### src/rtl/parking_pkg.sv
// -----------------------------------------------------------------------------
// parking_pkg
// Shared definitions for the parking gate controller:
//   - state_e      : 3-bit FSM state encoding (IDLE/CHECK/OPEN/BACKOFF/LOCKED)
//   - *_DEF        : default values for the controller parameters
//   - imax()       : integer maximum, used to size the shared timer
// -----------------------------------------------------------------------------
package parking_pkg;

   typedef enum logic [2:0] {
      ST_IDLE    = 3'd0,
      ST_CHECK   = 3'd1,
      ST_OPEN    = 3'd2,
      ST_BACKOFF = 3'd3,
      ST_LOCKED  = 3'd4
   } state_e;

   localparam int CAPACITY_DEF   = 8;
   localparam int OPEN_TICKS_DEF = 16;
   localparam int MAX_FAILS_DEF  = 3;
   localparam int LOCK_TICKS_DEF = 64;

   function automatic int imax(input int a, input int b);
      return (a > b) ? a : b;
   endfunction

endpackage

### src/rtl/parking_timer.sv
// -----------------------------------------------------------------------------
// parking_timer
// Loadable down-counter shared by the OPEN and LOCKED phases. It stops at
// zero rather than wrapping, so a state that lingers past expiry (e.g. a
// vehicle still on the sensor) keeps seeing zero.
// Ports:
//   clk      in  system clock, rising edge
//   reset    in  synchronous active-high reset (count -> 0)
//   load     in  load load_val this cycle (has priority over en)
//   load_val in  value to load
//   en       in  decrement by one when nonzero
//   zero     out count is zero
// -----------------------------------------------------------------------------
module parking_timer #(
   parameter int W = 6
) (
   input  logic         clk,
   input  logic         reset,
   input  logic         load,
   input  logic [W-1:0] load_val,
   input  logic         en,
   output logic         zero
);

   logic [W-1:0] count_q;

   // Count register: load, saturating decrement, or hold.
   always_ff @(posedge clk) begin
      if (reset) begin
         count_q <= '0;
      end else if (load) begin
         count_q <= load_val;
      end else if (en && (count_q != '0)) begin
         count_q <= count_q - W'(1);
      end else begin
         count_q <= count_q;
      end
   end

   assign zero = (count_q == '0);

endmodule

### src/rtl/parking_gate_ctrl.sv
// -----------------------------------------------------------------------------
// parking_gate_ctrl
// Gate controller and occupancy tracker downstream of the password check.
// An entry sensed in IDLE (lot not full) spends one cycle in CHECK, where the
// upstream registered allow verdict is sampled. Admissions open the barrier
// for at least OPEN_TICKS cycles and never close it on a present vehicle;
// denials back off until the vehicle leaves, and MAX_FAILS consecutive
// denials lock the entry out for at least LOCK_TICKS cycles.
// Ports:
//   clk          in   system clock, rising edge
//   reset        in   synchronous active-high reset
//   entry_sensor in   vehicle present at the entry
//   allow        in   registered password verdict (valid the cycle after sensing)
//   exit_pulse   in   one-cycle pulse per departing vehicle
//   gate_open    out  barrier raise command (registered, state OPEN)
//   alarm        out  lockout active (registered, state LOCKED)
//   full         out  occupancy == CAPACITY, one cycle behind occupancy
//   occupancy    out  current vehicle count
// -----------------------------------------------------------------------------
module parking_gate_ctrl
   import parking_pkg::*;
#(
   parameter int  CAPACITY   = CAPACITY_DEF,
   parameter int  OPEN_TICKS = OPEN_TICKS_DEF,
   parameter int  MAX_FAILS  = MAX_FAILS_DEF,
   parameter int  LOCK_TICKS = LOCK_TICKS_DEF,
   localparam int OCC_W      = $clog2(CAPACITY + 1)
) (
   input  logic             clk,
   input  logic             reset,
   input  logic             entry_sensor,
   input  logic             allow,
   input  logic             exit_pulse,
   output logic             gate_open,
   output logic             alarm,
   output logic             full,
   output logic [OCC_W-1:0] occupancy
);

   localparam int FAIL_W   = $clog2(MAX_FAILS + 1);
   localparam int TICK_MAX = imax(OPEN_TICKS, LOCK_TICKS);
   localparam int TIMER_W  = (TICK_MAX > 1) ? $clog2(TICK_MAX) : 1;

   state_e              state_q;
   logic [FAIL_W-1:0]   fail_q;
   logic [FAIL_W-1:0]   fail_d;
   logic [OCC_W-1:0]    occ_q;
   logic                gate_open_q;
   logic                alarm_q;
   logic                full_q;

   logic                lock_now_s;
   logic                occ_inc_s;
   logic                occ_dec_s;
   logic                timer_load_s;
   logic                timer_en_s;
   logic [TIMER_W-1:0]  timer_val_s;
   logic                timer_zero_s;

   // Next fail count, timer control and occupancy up/down requests.
   always_comb begin
      fail_d       = fail_q + FAIL_W'(1);
      lock_now_s   = (state_q == ST_CHECK) && !allow && (fail_d == FAIL_W'(MAX_FAILS));
      // Timer is only loaded on the way into OPEN or LOCKED.
      timer_load_s = (state_q == ST_CHECK) && (allow || lock_now_s);
      timer_val_s  = allow ? TIMER_W'(OPEN_TICKS - 1) : TIMER_W'(LOCK_TICKS - 1);
      timer_en_s   = (state_q == ST_OPEN) || (state_q == ST_LOCKED);
      occ_inc_s    = (state_q == ST_CHECK) && allow;
      occ_dec_s    = exit_pulse && (occ_q != '0);
   end

   parking_timer #(
      .W (TIMER_W)
   ) u_timer (
      .clk      (clk),
      .reset    (reset),
      .load     (timer_load_s),
      .load_val (timer_val_s),
      .en       (timer_en_s),
      .zero     (timer_zero_s)
   );

   // Gate FSM with registered Moore outputs, fail counter and occupancy.
   always_ff @(posedge clk) begin
      if (reset) begin
         state_q     <= ST_IDLE;
         fail_q      <= '0;
         occ_q       <= '0;
         gate_open_q <= 1'b0;
         alarm_q     <= 1'b0;
         full_q      <= 1'b0;
      end else begin
         case (state_q)
            ST_IDLE: begin
               // A full lot ignores the sensor entirely: no attempt is counted.
               if (entry_sensor && !full_q) begin
                  state_q <= ST_CHECK;
               end
            end
            ST_CHECK: begin
               if (allow) begin
                  state_q     <= ST_OPEN;
                  gate_open_q <= 1'b1;
                  fail_q      <= '0;
               end else if (lock_now_s) begin
                  state_q <= ST_LOCKED;
                  alarm_q <= 1'b1;
                  fail_q  <= fail_d;
               end else begin
                  state_q <= ST_BACKOFF;
                  fail_q  <= fail_d;
               end
            end
            ST_OPEN: begin
               // Never lower the barrier while a vehicle is on the sensor.
               if (timer_zero_s && !entry_sensor) begin
                  state_q     <= ST_IDLE;
                  gate_open_q <= 1'b0;
               end
            end
            ST_BACKOFF: begin
               // One attempt per vehicle presence.
               if (!entry_sensor) begin
                  state_q <= ST_IDLE;
               end
            end
            ST_LOCKED: begin
               if (timer_zero_s && !entry_sensor) begin
                  state_q <= ST_IDLE;
                  alarm_q <= 1'b0;
                  fail_q  <= '0;
               end
            end
            default: begin
               state_q     <= ST_IDLE;
               gate_open_q <= 1'b0;
               alarm_q     <= 1'b0;
            end
         endcase

         // Simultaneous admission and exit cancel out; exit at zero is ignored.
         if (occ_inc_s && !occ_dec_s) begin
            occ_q <= occ_q + OCC_W'(1);
         end else if (occ_dec_s && !occ_inc_s) begin
            occ_q <= occ_q - OCC_W'(1);
         end

         full_q <= (occ_q == OCC_W'(CAPACITY));
      end
   end

   assign gate_open = gate_open_q;
   assign alarm     = alarm_q;
   assign full      = full_q;
   assign occupancy = occ_q;

endmodule

### config.mk
export PLATFORM = sky130hd
export DESIGN_NAME = parking_gate_ctrl
export DESIGN_NICKNAME = d
export VERILOG_FILES = /design/src/rtl/parking_pkg.sv /design/src/rtl/parking_timer.sv /design/src/rtl/parking_gate_ctrl.sv
export SDC_FILE = /design/constraint.sdc
export NUM_CORES = 1
export LEC_CHECK = 0
export CELL_PAD_IN_SITES_DETAIL_PLACEMENT = 0
export CELL_PAD_IN_SITES_GLOBAL_PLACEMENT = 1
export CORE_ASPECT_RATIO = 1.5
export CORE_MARGIN = 8
export CORE_UTILIZATION = 41
export CTS_CLUSTER_DIAMETER = 100
export DETAILED_ROUTE_END_ITERATION = 7
export HOLD_SLACK_MARGIN = 0.08
export PLACE_DENSITY_LB_ADDON = 0.2
export SKIP_CTS_REPAIR_TIMING = 1
export SLEW_MARGIN = 20
export SYNTH_ARGS = -nofsm -noshare
export SYNTH_HDL_FRONTEND = slang
export SYNTH_SLANG_ARGS = --single-unit
### constraint.sdc
create_clock -name clk -period 2.7 [get_ports clk]
set_input_delay 0.405 -clock clk [delete_from_list [all_inputs] [get_ports clk]]
set_output_delay 0.405 -clock clk [all_outputs]
set_load 0.02 [all_outputs]
==> flow_metrics.py, run 1 <==
metrics = {
    "route": {
        "vias": 955,
        "wl_um": 2470,
        "viasPerCell": 5.58,
        "first_pass_iters": 4,
        "wl_per_cell_um": 14.4,
        "drtIter0Drc": 19,
        "drc": 0,
        "antenna_left": 0,
    },
    "cells_and_area": {
        "fin_util_pct": 50.0,
        "area_growth_pct": 17.8,
        "layout-drive-gt1-share_pct": 14.2,
        "finalNonFillerCells": 171,
        "antenna_cells": 0,
        "fin_nets": 147,
    },
    "cts": {
        "cts_made_buffers": 3,
        "h-tree-depth": 1,
        "clock_latency_ps": 260,
        "clockBufferDepth": 2,
        "cts_tree": "built",
        "clkSlewWorstSetupHoldPaths_ps": 70,
        "cts_root_buffer": "clkbuf_8",
        "cts.sinks": 18,
    },
    "yosys": {
        "synth_fp_nets": 134,
        "synth.cell_area_um2": 1110,
        "synth_edf_count": 0,
        "synth.most_common_cell": "dfxtp_1",
        "async_reset_ff_share_pct": 0,
        "ys.flop_type": "dfxtp_1",
        "synth_cell_type_count": 46,
        "yosysWarnings": 0,
        "ys_ff_latch": 18,
        "synth_common_cells": "18 x dfxtp_1, 12 x nor2_1, 10 x a21oi_1",
        "syn_avg_cell_area_um2": 9.12,
        "synth.largest_area_cell": "dfxtp_1",
        "netlist_instances": 122,
        "seq_area_frac_synth_pct": 32.4,
        "synth.area.top_cells": "dfxtp_1 32%, ha_1 6.7%, a21oi_1 4.5%",
        "synth_top_area_share_pct": 32.4,
    },
    "flow_run": {
        "drv_cap": 0,
    },
    "setup_path": {
        "cp.arrival_ps": 2460,
        "reg2regPathDepth": 8,
        "end_kind": "register",
        "start_kind": "register",
        "crit_chain": "o41ai_1, ha_1, inv_1, ha_1, a21oi_1, a211oi_1, a31oi_1, mux2i_1",
        "crit_fanout": 6,
        "setup.worst_path.start": "occupancy[0]",
        "critPathMostFrequentCell": "ha_1",
        "max_stage_delay_ps": 470,
        "crit_end": "occupancy[3]",
        "crit_type": "reg2reg",
        "r2r_start": "occupancy[0]",
        "cp.required_ps": 2890,
        "ff2ff_setup_slack_ps": 420,
        "reg2reg_to": "occupancy[3]",
        "crit_slowest_cell": "o41ai_1",
    },
    "power": {
        "irDropWorstVdd_mv": 0.574,
        "power-per-cell-area_nw_per_um2": 984,
        "leakage_nw": 0.484,
    },
    "sta": {
        "setup_ws_ps": 424,
        "skew_ps": 4.88,
        "min_period_ps": 2280,
        "timing.final.crit_share_pct": 84.3,
        "timing.fmax_mhz": 439,
        "setup_violations": 0,
        "maxSlewViolCount": 0,
        "tns_ps": 0,
        "hold_viol": 0,
        "rsz0062_at_grt": "no",
        "slew_headroom_pct": 62.4,
        "worst_pin_slew_ps": 563,
    },
    "die": {
        "fp.dieW_um": 58.5,
        "rows": 23,
        "die_h_um": 79.8,
        "ios": 12,
        "core_um2": 2620,
        "die_area_um2": 4670,
        "initial_core_util_pct": 42.5,
    },
    "global_route": {
        "antenna_found_initial": 0,
        "grt_pass1_wl_um": 4100,
        "grt_pass1_vias": 966,
        "track_usage_pct": 11.0,
        "overflow": 0,
        "grt_start_max_net_pins": 18,
    },
    "place": {
        "place_congestion": 0.789,
        "dpl.hpwl_um": 1860,
        "pre_cts_ws_ps": 289,
        "place_inst": 167,
        "portBuffers": 11,
    },
    "min_path": {
        "hp-class": "reg2reg",
    },
    "status": {
        "status": "finished, final reports clean",
    },
}
## worst max-delay path: cells and delay by family, from the launching register on
kind            cells  cell delay (ps)
fa+ha+maj           2              580
compound gates      4              970
mux                 1              200
buf+inv             1              100
flops               1              380
## worst min-delay path by stage
| stage | startpoint | end | slack (ps) | cells past startpoint |
|---|---|---|---|---|
| final | fail_q[0] | fail_q[0] | 500 | 2 |
| after detailed placement | fail_q[0] | fail_q[0] | 490 | 2 |
| after global placement | fail_q[0] | fail_q[0] | 470 | 2 |
| after CTS | fail_q[0] | fail_q[0] | 500 | 2 |
| after global routing | fail_q[0] | fail_q[0] | 540 | 2 |
| after floorplan | fail_q[0] | fail_q[0] | 460 | 2 |
## layer usage
metal | global-route usage, % | vias to the layer above | wire (um)
met1 | 11.2 | 456 | 1070
met3 | 2.90 | 4 | 94
met4 | 5.91 | 0 | 32
li1 | - | 478 | -
met2 | 19.6 | 17 | 1270
met5 | 0 | - | 0
## kinds of logic (layout without fill, tap and decap cells)
kind of cell / after synthesis / after routing / synth area share, %
flops: 18 / 18 / 32.4
fa+ha+maj: 7 / 7 / 8.55
simple gates: 43 / 43 / 23.8
mux: 2 / 2 / 1.80
xor+xnor: 3 / 3 / 3.04
buf+inv: 13 / 25 / 6.30
compound gates: 36 / 36 / 24.1
## cells in the final DEF, fill, tap and decap left out, types with 2 or more instances in the layout
cell type | netlist | routed
buf_4 | 1 | 5
a211oi_2 | 2 | 2
nor4_1 | 2 | 2
nor3_2 | 2 | 2
nor3_1 | 2 | 2
dfxtp_1 | 18 | 18
o311a_1 | 2 | 2
clkbuf_8 | 0 | 4
nor2b_1 | 2 | 2
a311oi_1 | 2 | 2
a211oi_1 | 4 | 4
mux2i_1 | 2 | 2
a31oi_1 | 3 | 3
o21ai_0 | 5 | 5
nor3b_1 | 3 | 3
o41ai_1 | 3 | 3
clkdlybuf4s50_1 | 0 | 11
inv_1 | 5 | 5
nor2_1 | 12 | 12
ha_1 | 6 | 6
nand2b_1 | 3 | 3
nand2_1 | 4 | 4
a21oi_1 | 10 | 10
and3_1 | 2 | 2
## per-stage QoR
stage	hold WS, ps	power [mW]	area (um2)
after floorplan	462	0.903	1110
final	500	1.29	1310
after detailed placement	493	1.07	1250
after CTS	504	1.30	1310
after global routing	535	1.38	1310
after global placement	473	1.05	1250
## report_power, final
group,switching [mW],internal (mW)
logic,0.341,0.303
registers,0.0843,0.333
clock network,0.0968,0.130
## layout make-up
| class | count | area [um2] |
|---|---|---|
| Multi-Input combinational cell | 91 | 682 |
| Inverter | 5 | 18.8 |
| Fill cell | 250 | 1310 |
| Timing Repair Buffer | 16 | 148 |
| Tap cell | 37 | 46.3 |
| Clock buffer | 4 | 55.1 |
| Sequential cell | 18 | 360 |
## flip-flops by register name, indices dropped and copies added (netlist names)
register         cells
state_q              3
fail_q               2
occupancy            4
gate_open            1
full                 1
alarm                1
u_timer.count_q      6
(Power assumes the default switching activity.)
==> run 2: changes to the inputs <==
- CORE_UTILIZATION: 41 -> 38
- clock period: 2.7 -> 1.9 ns (I/O delays scaled with it)
==> flow_metrics.py, run 2 (synthesis results as in run 1) <==
metrics = {
    "cells_and_area": {
        "top_register": "u_timer.count_q",
        "layout_common_cells": "16 x dfxtp_1, 12 x nor2_1, 11 x clkdlybuf4s50_1, 11 x buf_4, 9 x a21oi_1",
        "antenna_cells": 0,
        "final_common_cell": "dfxtp_1",
        "largest_reg_flops": 6,
        "fin_nets": 155,
        "area_growth_pct": 30.1,
        "finalNonFillerCells": 180,
        "layout-drive-gt1-share_pct": 27.0,
    },
    "setup_path": {
        "reg2regPathDepth": 8,
        "critical_path_depth": 8,
        "reg2reg_to": "occupancy[3]",
        "path_buf_inv": 1,
        "start_kind": "register",
        "max_stage_delay_ps": 360,
        "cpLargestDelayFamily": "compound AO/OA/AOI/OAI gates",
        "r2r_start": "occupancy[0]",
        "cp.required_ps": 2080,
        "end_kind": "register",
        "crit_chain": "o41ai_4, ha_2, inv_4, ha_1, a21oi_4, a211oi_2, a31oi_1, mux2i_1",
        "crit_fanout": 4,
        "cp.arrival_ps": 2150,
        "crit_end": "occupancy[3]",
        "ff2ff_setup_slack_ps": -70,
        "crit_type": "reg2reg",
        "crit_slowest_cell": "o41ai_4",
        "setup.worst_path.start": "occupancy[0]",
    },
    "sta": {
        "worst_pin_slew_ps": 349,
        "maxSlewViolCount": 0,
        "timing.fmax_mhz": 507,
        "slew_headroom_pct": 76.6,
        "rsz0062_at_grt": "yes",
        "timing.final.crit_share_pct": 104,
        "hold_viol": 0,
        "setup_ws_ps": -72.4,
        "setup_violations": 1,
        "min_period_ps": 1970,
        "skew_ps": 3.91,
        "whs_ps": 493,
    },
    "global_route": {
        "antenna_found_initial": 0,
        "overflow": 0,
        "track_usage_pct": 11.5,
        "grt_start_max_net_pins": 18,
        "grt_pass1_vias": 967,
        "grt_pass1_wl_um": 4390,
    },
    "place": {
        "dpl.hpwl_um": 1940,
        "place_congestion": 0.759,
        "place_inst": 176,
        "portBuffers": 11,
    },
    "flow_run": {
        "drv_cap": 0,
    },
    "die": {
        "die_h_um": 82.3,
        "initial_core_util_pct": 39.0,
        "rows": 24,
        "core_um2": 2850,
        "fp.dieW_um": 60.2,
        "ios": 12,
        "die_area_um2": 4950,
    },
    "route": {
        "vias": 974,
        "drtIter0Drc": 22,
        "maxUsedRoutingLayer": "met4",
        "wl_met2_um": 1340,
        "wl_met1_um": 1130,
        "wl_per_cell_um": 14.4,
        "first_pass_iters": 4,
        "drc": 0,
        "dr_wl_met3_um": 85,
        "antenna_left": 0,
        "wl_um": 2590,
        "viasPerCell": 5.41,
    },
    "power": {
        "power-per-cell-area_nw_per_um2": 1430,
        "leakage_nw": 0.540,
        "irDropWorstVdd_mv": 0.824,
    },
    "cts": {
        "cts.sinks": 18,
        "clockBufferDepth": 2,
        "clock_latency_ps": 250,
        "h-tree-depth": 1,
        "cts_tree": "built",
        "cts_root_buffer": "clkbuf_8",
        "clkSlewWorstSetupHoldPaths_ps": 70,
        "cts_made_buffers": 3,
    },
    "min_path": {
        "hp-class": "reg2reg",
    },
    "status": {
        "violations": "negative setup slack",
        "status": "finished, violations left",
    },
}
[run 2: where the power goes]
part / internal, mW / switching (mW)
Sequential: 0.479 / 0.0934
Combinational: 0.620 / 0.613
Clock: 0.141 / 0.125
Total: 1.24 / 0.831
[run 2: worst min-delay path by stage]
stage / from / end / cells after the start
after floorplan: entry_sensor / state_q[0] / 1
after global placement: fail_q[0] / fail_q[0] / 2
after detailed placement: fail_q[0] / fail_q[0] / 2
after CTS: fail_q[0] / fail_q[0] / 2
after global routing: fail_q[0] / fail_q[0] / 2
final: fail_q[0] / fail_q[0] / 2
[run 2: through the flow]
step | worst slack [ps] | TNS [ps] | power [mW] | utilization (%) | area, um2
final | -72.4 | -72.4 | 2.07 | 50.7 | 1450
after global routing | -158 | -214 | 2.24 | 50.7 | 1450
after CTS | -72.7 | -73.2 | 1.95 | 48.8 | 1390
after detailed placement | -216 | -385 | 1.67 | 47.4 | 1350
after global placement | -214 | -410 | 1.64 | 47.4 | 1350
after floorplan | -5.66 | -5.66 | 1.34 | - | 1150
[run 2: worst min-delay path: cells and delay by family (launching register included)]
family | cells | cell delay, ps
flops | 1 | 320
compound gates | 2 | 130
[run 2: final cells by class]
| type | count | area, um2 |
|---|---|---|
| clock buffer | 3 | 41.3 |
| fill | 266 | 1410 |
| inverter | 5 | 21.3 |
| multi-input combinational | 91 | 749 |
| sequential | 18 | 363 |
| tap | 39 | 48.8 |
| timing repair buffer | 24 | 224 |
[run 2: layer usage]
metal  vias up  GRT usage, %
met5         -             0
met4         0          4.32
met3         4          3.26
met2        10          20.2
met1       472          12.6
li1        488             -
